<file path="config.mk">
export PLATFORM = sky130hd
export DESIGN_NAME = lcd_controller
export DESIGN_NICKNAME = d
export VERILOG_FILES = /design/src/rtl/lcd_controller.sv
export SDC_FILE = /design/constraint.sdc
export NUM_CORES = 1
export LEC_CHECK = 0
export BUFFER_PORTS_ARGS = -buffer_cell sky130_fd_sc_hd__buf_2
export CAP_MARGIN = 25
export CORE_MARGIN = 1.5
export CORE_UTILIZATION = 35
export CTS_CLUSTER_SIZE = 14
export DETAILED_ROUTE_END_ITERATION = 6
export GPL_TIMING_DRIVEN = 1
export MAX_ROUTING_LAYER = met4
export PLACE_DENSITY_LB_ADDON = 0.1
export SYNTH_ARGS = -nofsm -noshare
export SYNTH_HDL_FRONTEND = slang
export SYNTH_SLANG_ARGS = --single-unit
</file>
<file path="constraint.sdc">
create_clock -name clk -period 5.2 [get_ports clk]
set_input_delay 0.52 -clock clk [delete_from_list [all_inputs] [get_ports clk]]
set_output_delay 0.52 -clock clk [all_outputs]
set_load 0.03 [all_outputs]
</file>
<file path="src/rtl/lcd_controller.sv">
// RGB565 LCD timing generator fed from a FIFO whose frames start with a bit16 marker.
// Defining LCD_TEST_PATTERN_EN ignores the FIFO and shows eight vertical colour bars.
module lcd_controller #(
   parameter int LCD_SCREEN_WIDTH  = 480,
   parameter int LCD_SCREEN_HEIGHT = 272,
   parameter int H_FRONT_PORCH     = 8,
   parameter int H_SYNC            = 4,
   parameter int H_BACK_PORCH      = 43,
   parameter int V_FRONT_PORCH     = 8,
   parameter int V_SYNC            = 4,
   parameter int V_BACK_PORCH      = 12
) (
   input  logic        clk,
   input  logic        reset_p,
   input  logic [16:0] queue_data_in,
   input  logic        queue_empty,
   output logic        queue_rd_en,
   output logic        queue_clk,
   output logic        LCD_DE,
   output logic        LCD_HSYNC,
   output logic        LCD_VSYNC,
   output logic [4:0]  LCD_R,
   output logic [5:0]  LCD_G,
   output logic [4:0]  LCD_B
);
   localparam int H_TOTAL = LCD_SCREEN_WIDTH + H_FRONT_PORCH + H_SYNC + H_BACK_PORCH;
   localparam int V_TOTAL = LCD_SCREEN_HEIGHT + V_FRONT_PORCH + V_SYNC + V_BACK_PORCH;
   localparam int HW = $clog2(H_TOTAL);
   localparam int VW = $clog2(V_TOTAL);

   localparam logic [HW-1:0] H_ACT  = HW'(LCD_SCREEN_WIDTH);
   localparam logic [HW-1:0] H_LAST = HW'(LCD_SCREEN_WIDTH - 1);
   localparam logic [HW-1:0] H_SS   = HW'(LCD_SCREEN_WIDTH + H_FRONT_PORCH);
   localparam logic [HW-1:0] H_SE   = HW'(LCD_SCREEN_WIDTH + H_FRONT_PORCH + H_SYNC);
   localparam logic [HW-1:0] H_MAX  = HW'(H_TOTAL - 1);
   localparam logic [VW-1:0] V_ACT  = VW'(LCD_SCREEN_HEIGHT);
   localparam logic [VW-1:0] V_LAST = VW'(LCD_SCREEN_HEIGHT - 1);
   localparam logic [VW-1:0] V_SS   = VW'(LCD_SCREEN_HEIGHT + V_FRONT_PORCH);
   localparam logic [VW-1:0] V_SE   = VW'(LCD_SCREEN_HEIGHT + V_FRONT_PORCH + V_SYNC);
   localparam logic [VW-1:0] V_MAX  = VW'(V_TOTAL - 1);

   logic [HW-1:0] h_cnt_q, h_cnt_d;
   logic [VW-1:0] v_cnt_q, v_cnt_d;
   logic          h_last, v_last, active, hs_n, vs_n;
   logic          de1_q, hs1_q, vs1_q, de_q, hs_q, vs_q;
   logic [15:0]   pix_d, pix_q;

   always_comb begin
      h_last  = (h_cnt_q == H_MAX);
      v_last  = (v_cnt_q == V_MAX);
      h_cnt_d = h_last ? '0 : h_cnt_q + 1'b1;
      v_cnt_d = v_cnt_q;
      if (h_last) v_cnt_d = v_last ? '0 : v_cnt_q + 1'b1;
      active  = (h_cnt_q < H_ACT) && (v_cnt_q < V_ACT);
      hs_n    = !((h_cnt_q >= H_SS) && (h_cnt_q < H_SE));
      vs_n    = !((v_cnt_q >= V_SS) && (v_cnt_q < V_SE));
   end

   // Two stages on the control path line up with FIFO read latency plus the pixel register.
   always_ff @(posedge clk) begin
      if (reset_p) begin
         h_cnt_q <= '0;
         v_cnt_q <= '0;
         de1_q   <= 1'b0;
         hs1_q   <= 1'b1;
         vs1_q   <= 1'b1;
         de_q    <= 1'b0;
         hs_q    <= 1'b1;
         vs_q    <= 1'b1;
         pix_q   <= '0;
      end else begin
         h_cnt_q <= h_cnt_d;
         v_cnt_q <= v_cnt_d;
         de1_q   <= active;
         hs1_q   <= hs_n;
         vs1_q   <= vs_n;
         de_q    <= de1_q;
         hs_q    <= hs1_q;
         vs_q    <= vs1_q;
         pix_q   <= pix_d;
      end
   end

`ifdef LCD_TEST_PATTERN_EN
   localparam int BAR_W = LCD_SCREEN_WIDTH / 8;

   logic [2:0]  bar;
   logic [15:0] bar_rgb, pat_q;
   logic        unused_queue;

   assign unused_queue = ^{queue_data_in, queue_empty};
   assign queue_rd_en  = 1'b0;
   assign pix_d        = pat_q;

   always_comb begin
      bar     = '0;
      bar_rgb = '0;
      for (int i = 1; i < 8; i++)
         if (h_cnt_q >= HW'(i * BAR_W)) bar = 3'(i);
      unique case (bar)
         3'd0: bar_rgb = 16'hFFFF;
         3'd1: bar_rgb = 16'hFFE0;
         3'd2: bar_rgb = 16'h07FF;
         3'd3: bar_rgb = 16'h07E0;
         3'd4: bar_rgb = 16'hF81F;
         3'd5: bar_rgb = 16'hF800;
         3'd6: bar_rgb = 16'h001F;
         3'd7: bar_rgb = 16'h0000;
      endcase
   end

   always_ff @(posedge clk) begin
      if (reset_p) pat_q <= '0;
      else         pat_q <= active ? bar_rgb : '0;
   end
`else
   typedef enum logic [1:0] {SEARCH, ARMED, STREAM} state_t;

   state_t state_q, state_d;
   logic   pop_q, spop_q, spop, rd, marker_seen;

   always_comb begin
      state_d     = state_q;
      rd          = 1'b0;
      spop        = 1'b0;
      marker_seen = pop_q && queue_data_in[16];
      // A marker under examination holds off the next pop so its successor is not lost.
      unique case (state_q)
         SEARCH: begin
            rd = !queue_empty && !marker_seen;
            if (marker_seen) state_d = ARMED;
         end
         ARMED: begin
            if (h_last && v_last) state_d = STREAM;
         end
         STREAM: begin
            if (marker_seen) begin
               state_d = ARMED;
            end else if (active) begin
               if (queue_empty) begin
                  state_d = SEARCH;
               end else begin
                  rd   = 1'b1;
                  spop = 1'b1;
                  if (h_cnt_q == H_LAST && v_cnt_q == V_LAST) state_d = SEARCH;
               end
            end
         end
         default: state_d = SEARCH;
      endcase
      pix_d = (pop_q && spop_q && !queue_data_in[16]) ? queue_data_in[15:0] : '0;
   end

   assign queue_rd_en = rd && !reset_p;

   always_ff @(posedge clk) begin
      if (reset_p) begin
         state_q <= SEARCH;
         pop_q   <= 1'b0;
         spop_q  <= 1'b0;
      end else begin
         state_q <= state_d;
         pop_q   <= queue_rd_en;
         spop_q  <= spop;
      end
   end
`endif

   assign queue_clk = clk;
   assign LCD_DE    = de_q;
   assign LCD_HSYNC = hs_q;
   assign LCD_VSYNC = vs_q;
   assign LCD_R     = pix_q[15:11];
   assign LCD_G     = pix_q[10:5];
   assign LCD_B     = pix_q[4:0];
endmodule

</file>
==> results.toml <==
[run_status]
status = "completed"

[setup_path]
worstSetupEndpointType = "primary output"
worstPathMaxFanout = 2
reg2reg_from = "h_cnt_q[5]"
crit_required_ns = 4.68
reg2reg_to = "v_cnt_q[4]"
reg2reg_depth = 4
critPathKind = "clk2out"
reg2reg_slack_ns = 3.19
setup.worst_path.start_class = "clock port"
cp.arrival_ns = 2.99

[logic_synthesis]
ys_seq_area_share_pct = 50.6
ys_async_sr_fraction_pct = 0
synth_edf_count = 0
synth_cell_types = 45
synth_top_area_share_pct = 50.6
syn_avg_cell_area_um2 = 9.90
synth-seq-cells = 45
syn_area_mm2 = 0.00178
yosys.area.top_type = "dfxtp_1"
netlist_instances = 180
synth_ff_type = "dfxtp_1"
synth_nets = 204
netlist_top_cells_area = "dfxtp_1 51%, and2_1 6.0%, nor2_1 4.0%"
ys_warn_count = 0

[min_path]
hp-class = "in2reg"
whs_endpoint = "pix_q[10]"
min-delay-start = "queue_data_in[10]"
whs_path_depth = 2

[route]
routed_wl_um = 3530
vias = 1414
wire_per_inst_um = 12.0
ant_nets = 0
drc = 0
drt_iter0_drc = 58
vias_per_cell = 4.83
first_pass_iters = 4

[power]
powerDensity_mw_per_mm2 = 310
p_leak_nw = 0.886
irDropWorstVdd_mv = 0.102
total_power_mw = 0.671

[placed_design]
place_ws_ns = 1.93
io_buffers = 40
gp_congestion = 0.906
dpl.hpwl_um = 2560
placedCellCount = 282

[global_routing]
grt_max_degree = 18
grt_pass1_vias = 1282
grt_antenna_before_repair = 0
grt_pass1_wl_um = 5540
grt.overflow.total = 0
track_usage_pct = 13.9

[sta]
skew_ns = 0.00770
hold_viol = 0
tns_ns = 0
finalSetupViolations = 0
worst_slack_ns = 1.69
slew_viol_final = 0
tightest_slew_ns = 0.517
rsz0062_at_grt = "no"
relSlewSlack_pct = 65.5

[cells_and_area]
final_cell_mix = "45 x dfxtp_1, 40 x buf_2, 19 x nor2_1, 17 x and2_1, 11 x nand3_1"
final_common_cell = "dfxtp_1"
post-route-util_pct = 45.0
num_antenna_cells = 0
drive_gt1_share_pct = 26.5
fin_cells = 293
nets = 249
area_growth_pct = 21.6

[clocking]
clk_latency_ns = 0.40
cts_resized = 0
cts_setup_buffers = 0
ctsHoldBuffers = 0
cts_tree = "done"
cts.clk_slew.worst_paths_ns = 0.09

[run]
maxCapViolations = 0

[floorplan]
die_x_um = 74.4
die_y_um = 74.4
io_pins = 41
dieArea_mm2 = 0.00553
initial_core_util_pct = 37.0
num_rows = 25
core_area_mm2 = 0.00482
[sequential cells by signal, summed over array words and instances, names as in the netlist]
register	flops
pix_q	16
de1_q	1
LCD_DE	1
LCD_VSYNC	1
pop_q	1
spop_q	1
h_cnt_q	10
state_q	2
v_cnt_q	9
vs1_q	1
LCD_HSYNC	1
hs1_q	1
[Yosys cell counts, drive strengths merged (2+ instances only)]
library cell  number
ha                 4
nand4              6
xnor2              4
or4b               2
nand2              6
and3               3
a21oi              9
or2                2
clkbuf             3
a2111oi            2
nor2b              3
nor3               2
or3                4
inv                3
nor2              19
xor2               6
dfxtp             45
buf                3
and2              17
o21ai              5
nand3             11
nor4b              2
nand3b             4
[cell type report]
class / count / area, µm²
Sequential cell: 45 / 901
Fill cell: 488 / 2650
Tap cell: 67 / 83.8
Multi-Input combinational cell: 126 / 835
Clock buffer: 10 / 119
Timing Repair Buffer: 40 / 203
Clock inverter: 2 / 15.0
Inverter: 3 / 11.3
[kinds of logic (layout without fill, tap and decap cells)]
| kind of cell | after synthesis | in the layout | synth area share (%) |
|---|---|---|---|
| AND/OR/NAND/NOR | 90 | 90 | 31.5 |
| flip-flops | 45 | 45 | 50.6 |
| AO/OA/AOI/OAI | 22 | 22 | 7.66 |
| XOR/XNOR | 10 | 10 | 4.92 |
| buffers and inverters | 9 | 55 | 2.60 |
| adder cells (fa/ha/maj) | 4 | 4 | 2.81 |
[per-stage QoR]
stage | instance area [µm²] | hold WS, ns
after detailed placement | 2040 | 0.397
final | 2170 | 0.312
after global placement | 2040 | 0.392
after global routing | 2170 | 0.292
after CTS | 2170 | 0.302
after floorplan | 1780 | 0.389
[how the worst max path moves through the flow]
stage | start | slack (ns) | endpoint | depth (start not counted)
after global routing | clk | 1.68 | queue_clk | 3
after CTS | clk | 1.68 | queue_clk | 3
after detailed placement | clk | 1.93 | queue_clk | 1
after floorplan | clk | 1.94 | queue_clk | 1
final | clk | 1.69 | queue_clk | 3
after global placement | clk | 1.93 | queue_clk | 1
[worst max-delay path: stages]
cell      delay, ns
clkbuf_8       0.11
clkbuf_8       0.12
buf_2          0.17
[power by group]
part	switching [mW]	internal [mW]	total, mW
clock network	0.148	0.149	0.297
registers	0.00361	0.348	0.352
logic	0.0116	0.0104	0.0220
[layer usage]
| metal | part of all wire (%) | global-route usage (%) | vias to the layer above |
|---|---|---|---|
| li1 | - | - | 717 |
| met1 | 46 | 15.6 | 670 |
| met2 | 48 | 20.5 | 23 |
| met3 | 4.5 | 6.78 | 4 |
| met4 | 0.88 | 7.07 | 0 |
| met5 | 0 | - | - |
No activity file was read; power rests on OpenSTA's default activity.
